--- src/rtl/summer_pkg.sv ---
// Shared constants, clog2 helper and stage payload type for the pipelined adder tree.
package summer_pkg;

  localparam int N_IN_DEF     = 33;
  localparam int IN_W_DEF     = 16;
  localparam int ACC_XTRA_DEF = 8;

  // Tree results are carried sign-extended into a fixed-width container.
  localparam int STAGE_DATA_W = 64;

  typedef struct packed {
    logic                    valid;
    logic                    last;
    logic [STAGE_DATA_W-1:0] data;
  } stage_t;

  function automatic int clog2(input int value);
    int r;
    int v;
    r = 0;
    v = value - 1;
    while (v > 0) begin
      r++;
      v = v >> 1;
    end
    return r;
  endfunction

endpackage

--- src/rtl/summer_level.sv ---
// One registered pairwise-add level of the adder tree; each output grows one bit.
module summer_level
  import summer_pkg::*;
#(
  parameter int N_IN = 2,
  parameter int IN_W = 16
) (
  input  logic                           clk,
  input  logic                           rst_n,
  input  logic                           en,
  input  logic                           in_valid,
  input  logic                           in_last,
  input  logic [N_IN*IN_W-1:0]           d,
  output logic                           out_valid,
  output logic                           out_last,
  output logic [N_IN/2*(IN_W+1)-1:0]     q
);

  localparam int N_OUT = N_IN / 2;
  localparam int OUT_W = IN_W + 1;

  always_ff @(posedge clk or negedge rst_n) begin
    if (!rst_n) begin
      out_valid <= 1'b0;
      out_last  <= 1'b0;
      q         <= '0;
    end else if (en) begin
      out_valid <= in_valid;
      out_last  <= in_last;
      for (int i = 0; i < N_OUT; i++) begin
        q[i*OUT_W +: OUT_W] <= OUT_W'(signed'(d[2*i*IN_W +: IN_W]))
                             + OUT_W'(signed'(d[(2*i+1)*IN_W +: IN_W]));
      end
    end
  end

endmodule

--- src/rtl/pipelined_summer.sv ---
// Multi-beat pipelined adder tree with accumulator and output hold/backpressure.
// Define PIPELINED_SUMMER_SAT_EN to saturate the accumulator and report sat.
module pipelined_summer
  import summer_pkg::*;
#(
  parameter  int N_IN     = N_IN_DEF,
  parameter  int IN_W     = IN_W_DEF,
  parameter  int ACC_XTRA = ACC_XTRA_DEF,
  localparam int LVL      = clog2(N_IN),
  localparam int TREE_W   = IN_W + LVL,
  localparam int ACC_W    = TREE_W + ACC_XTRA
) (
  input  logic                        clk,
  input  logic                        rst_n,
  input  logic [N_IN-1:0][IN_W-1:0]   s_in,
  input  logic                        in_valid,
  input  logic                        in_last,
  output logic                        in_ready,
  output logic signed [ACC_W-1:0]     s_sum,
  output logic                        out_valid,
  input  logic                        out_ready,
  output logic                        sat
);

  localparam int N_PAD = 1 << LVL;

  logic                     stall;
  logic [N_PAD*IN_W-1:0]    padded;
  stage_t                   tail;

  always_comb begin
    padded                 = '0;
    padded[N_IN*IN_W-1:0]  = s_in;
  end

  for (genvar k = 0; k < LVL; k++) begin : g_lvl
    localparam int CNT = N_PAD >> k;
    localparam int W   = IN_W + k;
    logic [CNT*W-1:0]         d;
    logic                     v;
    logic                     l;
    logic [CNT/2*(W+1)-1:0]   q;
    logic                     qv;
    logic                     ql;

    if (k == 0) begin : g_src
      assign d = padded;
      assign v = in_valid;
      assign l = in_last;
    end else begin : g_chain
      assign d = g_lvl[k-1].q;
      assign v = g_lvl[k-1].qv;
      assign l = g_lvl[k-1].ql;
    end

    summer_level #(.N_IN(CNT), .IN_W(W)) u_level (
      .clk       (clk),
      .rst_n     (rst_n),
      .en        (!stall),
      .in_valid  (v),
      .in_last   (l),
      .d         (d),
      .out_valid (qv),
      .out_last  (ql),
      .q         (q)
    );
  end

  always_comb begin
    tail.valid = g_lvl[LVL-1].qv;
    tail.last  = g_lvl[LVL-1].ql;
    tail.data  = STAGE_DATA_W'(signed'(g_lvl[LVL-1].q));
  end

  // Only a finished sum that cannot be handed over blocks the pipe.
  assign stall    = out_valid && !out_ready && tail.valid && tail.last;
  assign in_ready = !stall;

  logic                    first;
  logic signed [ACC_W-1:0] acc;
  logic signed [ACC_W-1:0] base;
  logic signed [ACC_W-1:0] ext;
  logic signed [ACC_W-1:0] acc_nxt;

`ifdef PIPELINED_SUMMER_SAT_EN
  logic signed [ACC_W:0]   wide;
  logic                    ovf;
  logic                    sat_sticky;
  logic                    sat_nxt;

  always_comb begin
    base    = first ? '0 : acc;
    ext     = ACC_W'(signed'(tail.data));
    wide    = (ACC_W+1)'(base) + (ACC_W+1)'(ext);
    ovf     = wide[ACC_W] != wide[ACC_W-1];
    acc_nxt = wide[ACC_W-1:0];
    if (ovf) acc_nxt = wide[ACC_W] ? {1'b1, {(ACC_W-1){1'b0}}} : {1'b0, {(ACC_W-1){1'b1}}};
    sat_nxt = (first ? 1'b0 : sat_sticky) | ovf;
  end

  always_ff @(posedge clk or negedge rst_n) begin
    if (!rst_n) begin
      sat_sticky <= 1'b0;
      sat        <= 1'b0;
    end else if (!stall) begin
      if (tail.valid) begin
        sat_sticky <= sat_nxt;
        if (tail.last) sat <= sat_nxt;
        else if (out_valid && out_ready) sat <= 1'b0;
      end else if (out_valid && out_ready) begin
        sat <= 1'b0;
      end
    end
  end
`else
  always_comb begin
    base    = first ? '0 : acc;
    ext     = ACC_W'(signed'(tail.data));
    acc_nxt = base + ext;
  end

  assign sat = 1'b0;
`endif

  always_ff @(posedge clk or negedge rst_n) begin
    if (!rst_n) begin
      acc       <= '0;
      first     <= 1'b1;
      s_sum     <= '0;
      out_valid <= 1'b0;
    end else if (!stall) begin
      if (tail.valid) begin
        acc   <= acc_nxt;
        first <= tail.last;
      end
      if (tail.valid && tail.last) begin
        s_sum     <= acc_nxt;
        out_valid <= 1'b1;
      end else if (out_ready) begin
        out_valid <= 1'b0;
      end
    end
  end

endmodule

--- config.mk ---
export PLATFORM = sky130hd
export DESIGN_NAME = pipelined_summer
export DESIGN_NICKNAME = d
export VERILOG_FILES = /design/src/rtl/summer_pkg.sv /design/src/rtl/summer_level.sv /design/src/rtl/pipelined_summer.sv
export SDC_FILE = /design/constraint.sdc
export NUM_CORES = 2
export LEC_CHECK = 0
export ABC_AREA = 0
export CAP_MARGIN = 10
export CORE_ASPECT_RATIO = 1.4
export CORE_MARGIN = 3
export CORE_UTILIZATION = 58
export CTS_BUF_LIST = sky130_fd_sc_hd__clkbuf_16
export DETAILED_ROUTE_END_ITERATION = 8
export PLACE_DENSITY = 0.82
export SKIP_LAST_GASP = 1
export SLEW_MARGIN = 20
export SYNTH_ARGS = -nofsm -noshare
export SYNTH_HDL_FRONTEND = slang
export SYNTH_SLANG_ARGS = --single-unit
--- constraint.sdc ---
create_clock -name clk -period 4.6 [get_ports clk]
set_input_delay 0.92 -clock clk [delete_from_list [all_inputs] [get_ports clk]]
set_output_delay 0.92 -clock clk [all_outputs]
set_load 0.01 [all_outputs]
---- Yosys cells after proc, flatten, opt, wreduce, memory -nomap -nowiden ----
Cells that the tools add are included.
cells by class
  add/sub/neg operators ................... 33
  multiplexer cells ....................... 3
  bitwise operators ....................... 1
  reduce and logical (&&, ||, !) cells .... 10
operators by type and width
  cell                                       number
  16-bit by 16-bit adder with 17-bit output  16
  17-bit by 17-bit adder with 18-bit output  8
  18-bit by 18-bit adder with 19-bit output  4
  19-bit by 19-bit adder with 20-bit output  2
  30-bit by 22-bit adder with 30-bit output  1
  30-bit 2-to-1 mux                          1
  21-bit by 16-bit adder with 22-bit output  1
  20-bit by 20-bit adder with 21-bit output  1
  2-bit AND reduction                        3
  1-bit logical AND                          4
  1-bit logical NOT                          2
  1-bit 2-to-1 mux                           2
  2-bit nonzero test                         1
  1-bit inverter                             1
word-level totals
  register bits after elaboration ......... 729
  input bits .............................. 533

---- Longest topological paths before layout ----
  depth after elaboration ................. 6
  mapped depth ............................ 15
  mapped depth without buffers ............ 14

---- Cells and area by module ----
Synthesis repeated with hierarchy kept, for this count alone.
unflattened totals
  cells, all modules ...................... 9908
  area total of the unflattened synthesis .. 94380.5 µm²
by module, submodules not included
  module                           instances  cells each  area each (µm²)  sequential area each (µm²)
  summer_level (g_lvl[0].u_level)  1          4333        42314.3          13663.1
  summer_level (g_lvl[1].u_level)  1          2417        22947.0          7257.0
  summer_level (g_lvl[2].u_level)  1          1339        12493.2          3853.7
  summer_level (g_lvl[3].u_level)  1          743         6885.4           2052.0
  pipelined_summer                 1          460         4085.2           1552.7
  summer_level (g_lvl[4].u_level)  1          400         3689.8           1101.1
  summer_level (g_lvl[5].u_level)  1          216         1965.6           600.6

---- Worst setup path after synthesis ----
OpenSTA, ideal clock, no wires.
  path kind ............................... input to register
  from .................................... input s_in[192] (netlist name)
  to ...................................... register g_lvl[0].u_level.q[116]
  arrival time ............................ 3319 ps
  data required time ...................... 4480 ps
  slack ................................... 1161 ps
  stages on the path ...................... 12
  path through ............................ ha_1 > fa_1 > a21o_1 > a21oi_1 > nor2b_1 > o21a_1 > o41a_1 > a41oi_1 > a21oi_1 > or4_1 > o21ai_0 > nor2_1
on the way
  word-level cells in the longest chain between the ends .. 1
ends and longest elaborated chain
  what                                       line                    source
  start: declaration                         pipelined_summer.sv:15  input logic [N_IN-1:0][IN_W-1:0] s_in,
  16-bit by 16-bit adder with 17-bit output  summer_level.sv:32      + OUT_W'(signed'(d[(2*i+1)*IN_W +: IN_W]));
  end signal: indexed assignment             summer_level.sv:31      q[i*OUT_W +: OUT_W] <= OUT_W'(signed'(d[2*i*IN_W +: IN_W]))
  end: declaration                           summer_level.sv:16      output logic [N_IN/2*(IN_W+1)-1:0] q
No other way between the ends.
A chain may end at the register's enable or synchronous reset.

---- Final worst setup path ----
  from .................................... register first
  to ...................................... register s_sum[29]
on the way
  word-level cells in the longest chain between the ends .. 2
ends and longest elaborated chain
  what                                       line                     source
  start: declaration                         pipelined_summer.sv:79   logic first;
  start signal: assignment                   pipelined_summer.sv:134  first <= tail.last;
  30-bit 2-to-1 mux                          pipelined_summer.sv:117  base = first ? '0 : acc;
  30-bit by 22-bit adder with 30-bit output  pipelined_summer.sv:119  acc_nxt = base + ext;
  end signal: assignment                     pipelined_summer.sv:137  s_sum <= acc_nxt;
  end: declaration                           pipelined_summer.sv:19   output logic signed [ACC_W-1:0] s_sum,
No other way between the ends.

==> Implementation_results.wiki <==
{| class="wikitable"
! Metric !! Value
|-
| Result of the run || finished, final reports clean
|-
| Setup Crit Path Kind || reg -> reg
|-
| Number of antenna violations at the first check in global routing || 4
|-
| Hold WS || ~0.3 ns
|-
| Number of max-capacitance violations reported || 0
|-
| All-layer global routing usage || 0.270
|-
| DRC marker count from the first detailed-route iteration || roughly 2600
|-
| Relative slew slack || 0.317
|-
| TritonCTS clock tree || built
|-
| CTS Root Cell || sky130_fd_sc_hd__clkbuf_16
|-
| Sort of element at the start of the critical path || flop
|-
| Launch instance of the worst register-to-register path || first
|-
| Inserted Clock Buffers || 74
|-
| CTS H-tree lvls || 3
|-
| VDD IR max || between 300 and 400 µV
|-
| Top Usage Layer GRT || met2
|-
| Routed wirelength normalized by instance count || ~17 µm
|-
| Insertion delay of the later-clocked pin in the worst-skew pair || approximately 0.62 ns
|-
| Power per cell area || approximately 700 mW/mm²
|-
| Detailed placer's ending HPWL || 91.7 mm
|-
| Post-route antenna net violation count || 0
|-
| Reg2Reg Capture Point || s_sum[29]
|-
| Slew Viols, Final || 0
|-
| Final Routed Wirelength || around 120 mm
|-
| Share of synthesized flip-flops with an asynchronous set or reset || 1.00
|-
| Share of final-layout standard cells stronger than drive strength 1 || 0.0344
|-
| Vias per Instance || between 5 and 6
|-
| Wire length of the first global-routing pass || slightly below 200 mm
|-
| Largest fanout of any net on the critical path || 23
|-
| Clock slew at the register clock pins of the worst setup and hold paths || roughly 0.060 ns
|-
| Count of hold-fix buffers inserted at cts || 0
|-
| Synthesis Warnings || 0
|-
| Top-count cell post-synth || sky130_fd_sc_hd__nand2_1
|-
| WP data arrival || about 4.2 ns
|-
| Worst R2R Setup Slack || 0.94 ns
|-
| Number of resized instances in the post-cts repair step || 0
|-
| Most instantiated flip-flop cell in the synthesis netlist || sky130_fd_sc_hd__dfrtp_1
|-
| Hold WC Path Type || in -> async
|-
| Total number of vias || a little over 40000
|-
| Required time reported for the critical path endpoint || 5.11 ns
|-
| Post-Syn Instances || around 5600
|-
| Setup repair after global routing missed its margin || false
|-
| Critical path capture point type || flop
|-
| Leading post-synthesis cells by instance count || 854 x sky130_fd_sc_hd__nand2_1, 728 x sky130_fd_sc_hd__dfrtp_1, 612 x sky130_fd_sc_hd__a21oi_1, 572 x sky130_fd_sc_hd__ha_1, 555 x sky130_fd_sc_hd__nor2_1
|-
| LEAKAGE || 26.8 nW
|-
| Proportion of synthesized chip area in sequential cells || 0.371
|-
| Leading area contributor after synthesis || sky130_fd_sc_hd__dfrtp_1
|-
| Library cells used by synthesis || 80
|-
| Number of hold violations in the final report || 0
|-
| Highest clock rate || roughly 0.27 GHz
|-
| Vias in the first global route || roughly 41000
|-
| Met1 Resource Use GR || 0.329
|-
| Area of the placeable core || ~0.084 mm²
|-
| Post-CTS Setup Inserts || 0
|-
| Net count after synthesis || 6715
|-
| Worst Max-Slew Pin Slew || slightly above 1 ns
|-
| X dimension of the die || 252 µm
|-
| Die footprint || 0.0883 mm²
|-
| Fraction of the cycle the final worst path needs || 0.795
|-
| Global placement routability congestion || about 0.92
|-
| Count of clock tree sinks || roughly 730
|-
| Area share of the leading cell type in the synthesized netlist || 0.371
|-
| Signed area change from the synthesized netlist to the final layout || 18.8%
|-
| FF+latch count, synth || approximately 730
|-
| Top area cells in the synthesized netlist || sky130_fd_sc_hd__dfrtp_1 37%, sky130_fd_sc_hd__ha_1 15%, sky130_fd_sc_hd__nand2_1 6.5%
|-
| Post-synthesis instance area || about 0.049 mm²
|-
| Nets || a little over 7000
|-
| Overall die height || ~350 µm
|-
| Met3 usage || 0.0345
|-
| Maximum root-to-sink buffer count || 3
|-
| Final worst clock skew || 0.0231 ns
|-
| Number of cells traversed by the worst register-to-register path || 13
|-
| EDFF count, synth || 0
|-
| Std-Cell Rows || 125
|-
| Setup violations, final || 0
|-
| M2 GR Usage || 0.497
|-
| Minimum clock period after layout || 3.66 ns
|-
| Starting Density || 0.588
|-
| Mean cell area of the mapped netlist || 8.81 µm²
|-
| Number of I/O pins || roughly 570
|-
| Largest net degree at the start of global routing || 229
|-
| Residual DRC || 0
|-
| Final-layout setup total negative slack || 0 ns
|-
| Total grt overflow || 0
|-
| IO Port Bufs || about 560
|-
| First-pass iteration count of the detailed router || 8
|}
-- per-layer routing --
layer | vias to the layer above | share of wire
li1 | 20486 | -
met1 | 19694 | 0.41
met2 | 887 | 0.52
met3 | 225 | 0.042
met4 | 2 | 0.029
met5 | - | 0.00017
-- worst max-delay path by stage --
stage / startpoint / end / cells past startpoint
final: first / s_sum[29] / 13
after CTS: first / s_sum[29] / 13
after global placement: s_in[288] / g_lvl[0].u_level.q[165] / 12
after floorplan: s_in[192] / g_lvl[0].u_level.q[116] / 12
after detailed placement: s_in[288] / g_lvl[0].u_level.q[169] / 13
after global routing: first / acc[28] / 14
-- critical path, cell delays in order (launching register included) --
cell                       delay (ns)
sky130_fd_sc_hd__dfstp_2         0.85
sky130_fd_sc_hd__nand2b_1        0.23
sky130_fd_sc_hd__inv_1           0.06
sky130_fd_sc_hd__ha_1            0.29
sky130_fd_sc_hd__a211oi_1        0.28
sky130_fd_sc_hd__o21ai_0         0.20
sky130_fd_sc_hd__nand3_1         0.18
sky130_fd_sc_hd__o211ai_2        0.12
sky130_fd_sc_hd__a21oi_2         0.22
sky130_fd_sc_hd__a22oi_2         0.14
sky130_fd_sc_hd__a31o_1          0.26
sky130_fd_sc_hd__a21oi_4         0.20
sky130_fd_sc_hd__xnor3_1         0.25
sky130_fd_sc_hd__mux2_4          0.26
-- where the power goes --
| part | total, mW | switching, mW | internal [mW] |
|---|---|---|---|
| registers | 11.4 | 1.99 | 9.42 |
| logic | 23.0 | 12.6 | 10.5 |
| clock network | 6.23 | 2.60 | 3.64 |
-- cells by family (layout without fill, tap and decap cells) --
logic type | Yosys count | after routing | share of synthesized area
multiplexers | 31 | 31 | 0.00713
other | 1 | 5 | 0.0000763
flip-flops | 729 | 729 | 0.371
AND/OR/NAND/NOR | 1884 | 1884 | 0.167
buffers and inverters | 350 | 907 | 0.0270
adder cells (fa/ha/maj) | 605 | 605 | 0.159
XOR/XNOR | 429 | 429 | 0.0767
AO/OA/AOI/OAI | 1548 | 1548 | 0.191
-- registers in the layout, indices dropped and copies added (netlist names) --
register,count
g_lvl.u_level.q,655
acc,30
s_sum,30
g_lvl.u_level.out_last,6
g_lvl.u_level.out_valid,6
first,1
out_valid,1
-- cell usage in the layout, fill, tap and decap left out, types with 47 or more instances in the layout --
cell,Yosys,final
sky130_fd_sc_hd__clkdlybuf4s50_1,0,563
sky130_fd_sc_hd__o31ai_1,55,55
sky130_fd_sc_hd__nand3_1,59,58
sky130_fd_sc_hd__ha_1,572,572
sky130_fd_sc_hd__a21o_1,137,137
sky130_fd_sc_hd__nor2_1,555,554
sky130_fd_sc_hd__clkbuf_16,0,76
sky130_fd_sc_hd__inv_1,179,191
sky130_fd_sc_hd__xnor2_1,229,229
sky130_fd_sc_hd__nor2b_1,109,109
sky130_fd_sc_hd__dfrtp_1,728,728
sky130_fd_sc_hd__xor2_1,199,199
sky130_fd_sc_hd__a21oi_1,612,612
sky130_fd_sc_hd__a31oi_1,47,47
sky130_fd_sc_hd__nor3_1,78,78
sky130_fd_sc_hd__o21bai_1,84,84
sky130_fd_sc_hd__nand2b_1,75,75
sky130_fd_sc_hd__o21ai_0,363,363
sky130_fd_sc_hd__nand2_1,854,854
sky130_fd_sc_hd__o21a_1,55,55
-- through the flow --
step / utilization / instances / area, µm² / worst slack [ns] / power, mW
2_1_floorplan: - / 5577 / 49100 / 1.16 / 28.4
3_3_place_gp: 0.669 / 7080 / 55900 / 0.433 / 33.5
3_5_place_dp: 0.669 / 7080 / 55900 / 0.403 / 34.3
4_1_cts: 0.699 / 7213 / 58400 / 0.961 / 40.8
5_1_grt: 0.699 / 7215 / 58400 / 0.719 / 44.3
6_report: 0.699 / 7217 / 58400 / 0.941 / 40.7
-- layout make-up --
class | instances | area (µm²)
clock inverters | 57 | 593
repair buffers | 594 | 6030
inverters | 180 | 683
multi-input cells | 4498 | 29600
fillers | 6617 | 25100
diodes | 4 | 10.0
well taps | 1079 | 1350
flip-flops and latches | 729 | 18200
clock buffers | 76 | 1900
(Power assumes the default switching activity.)
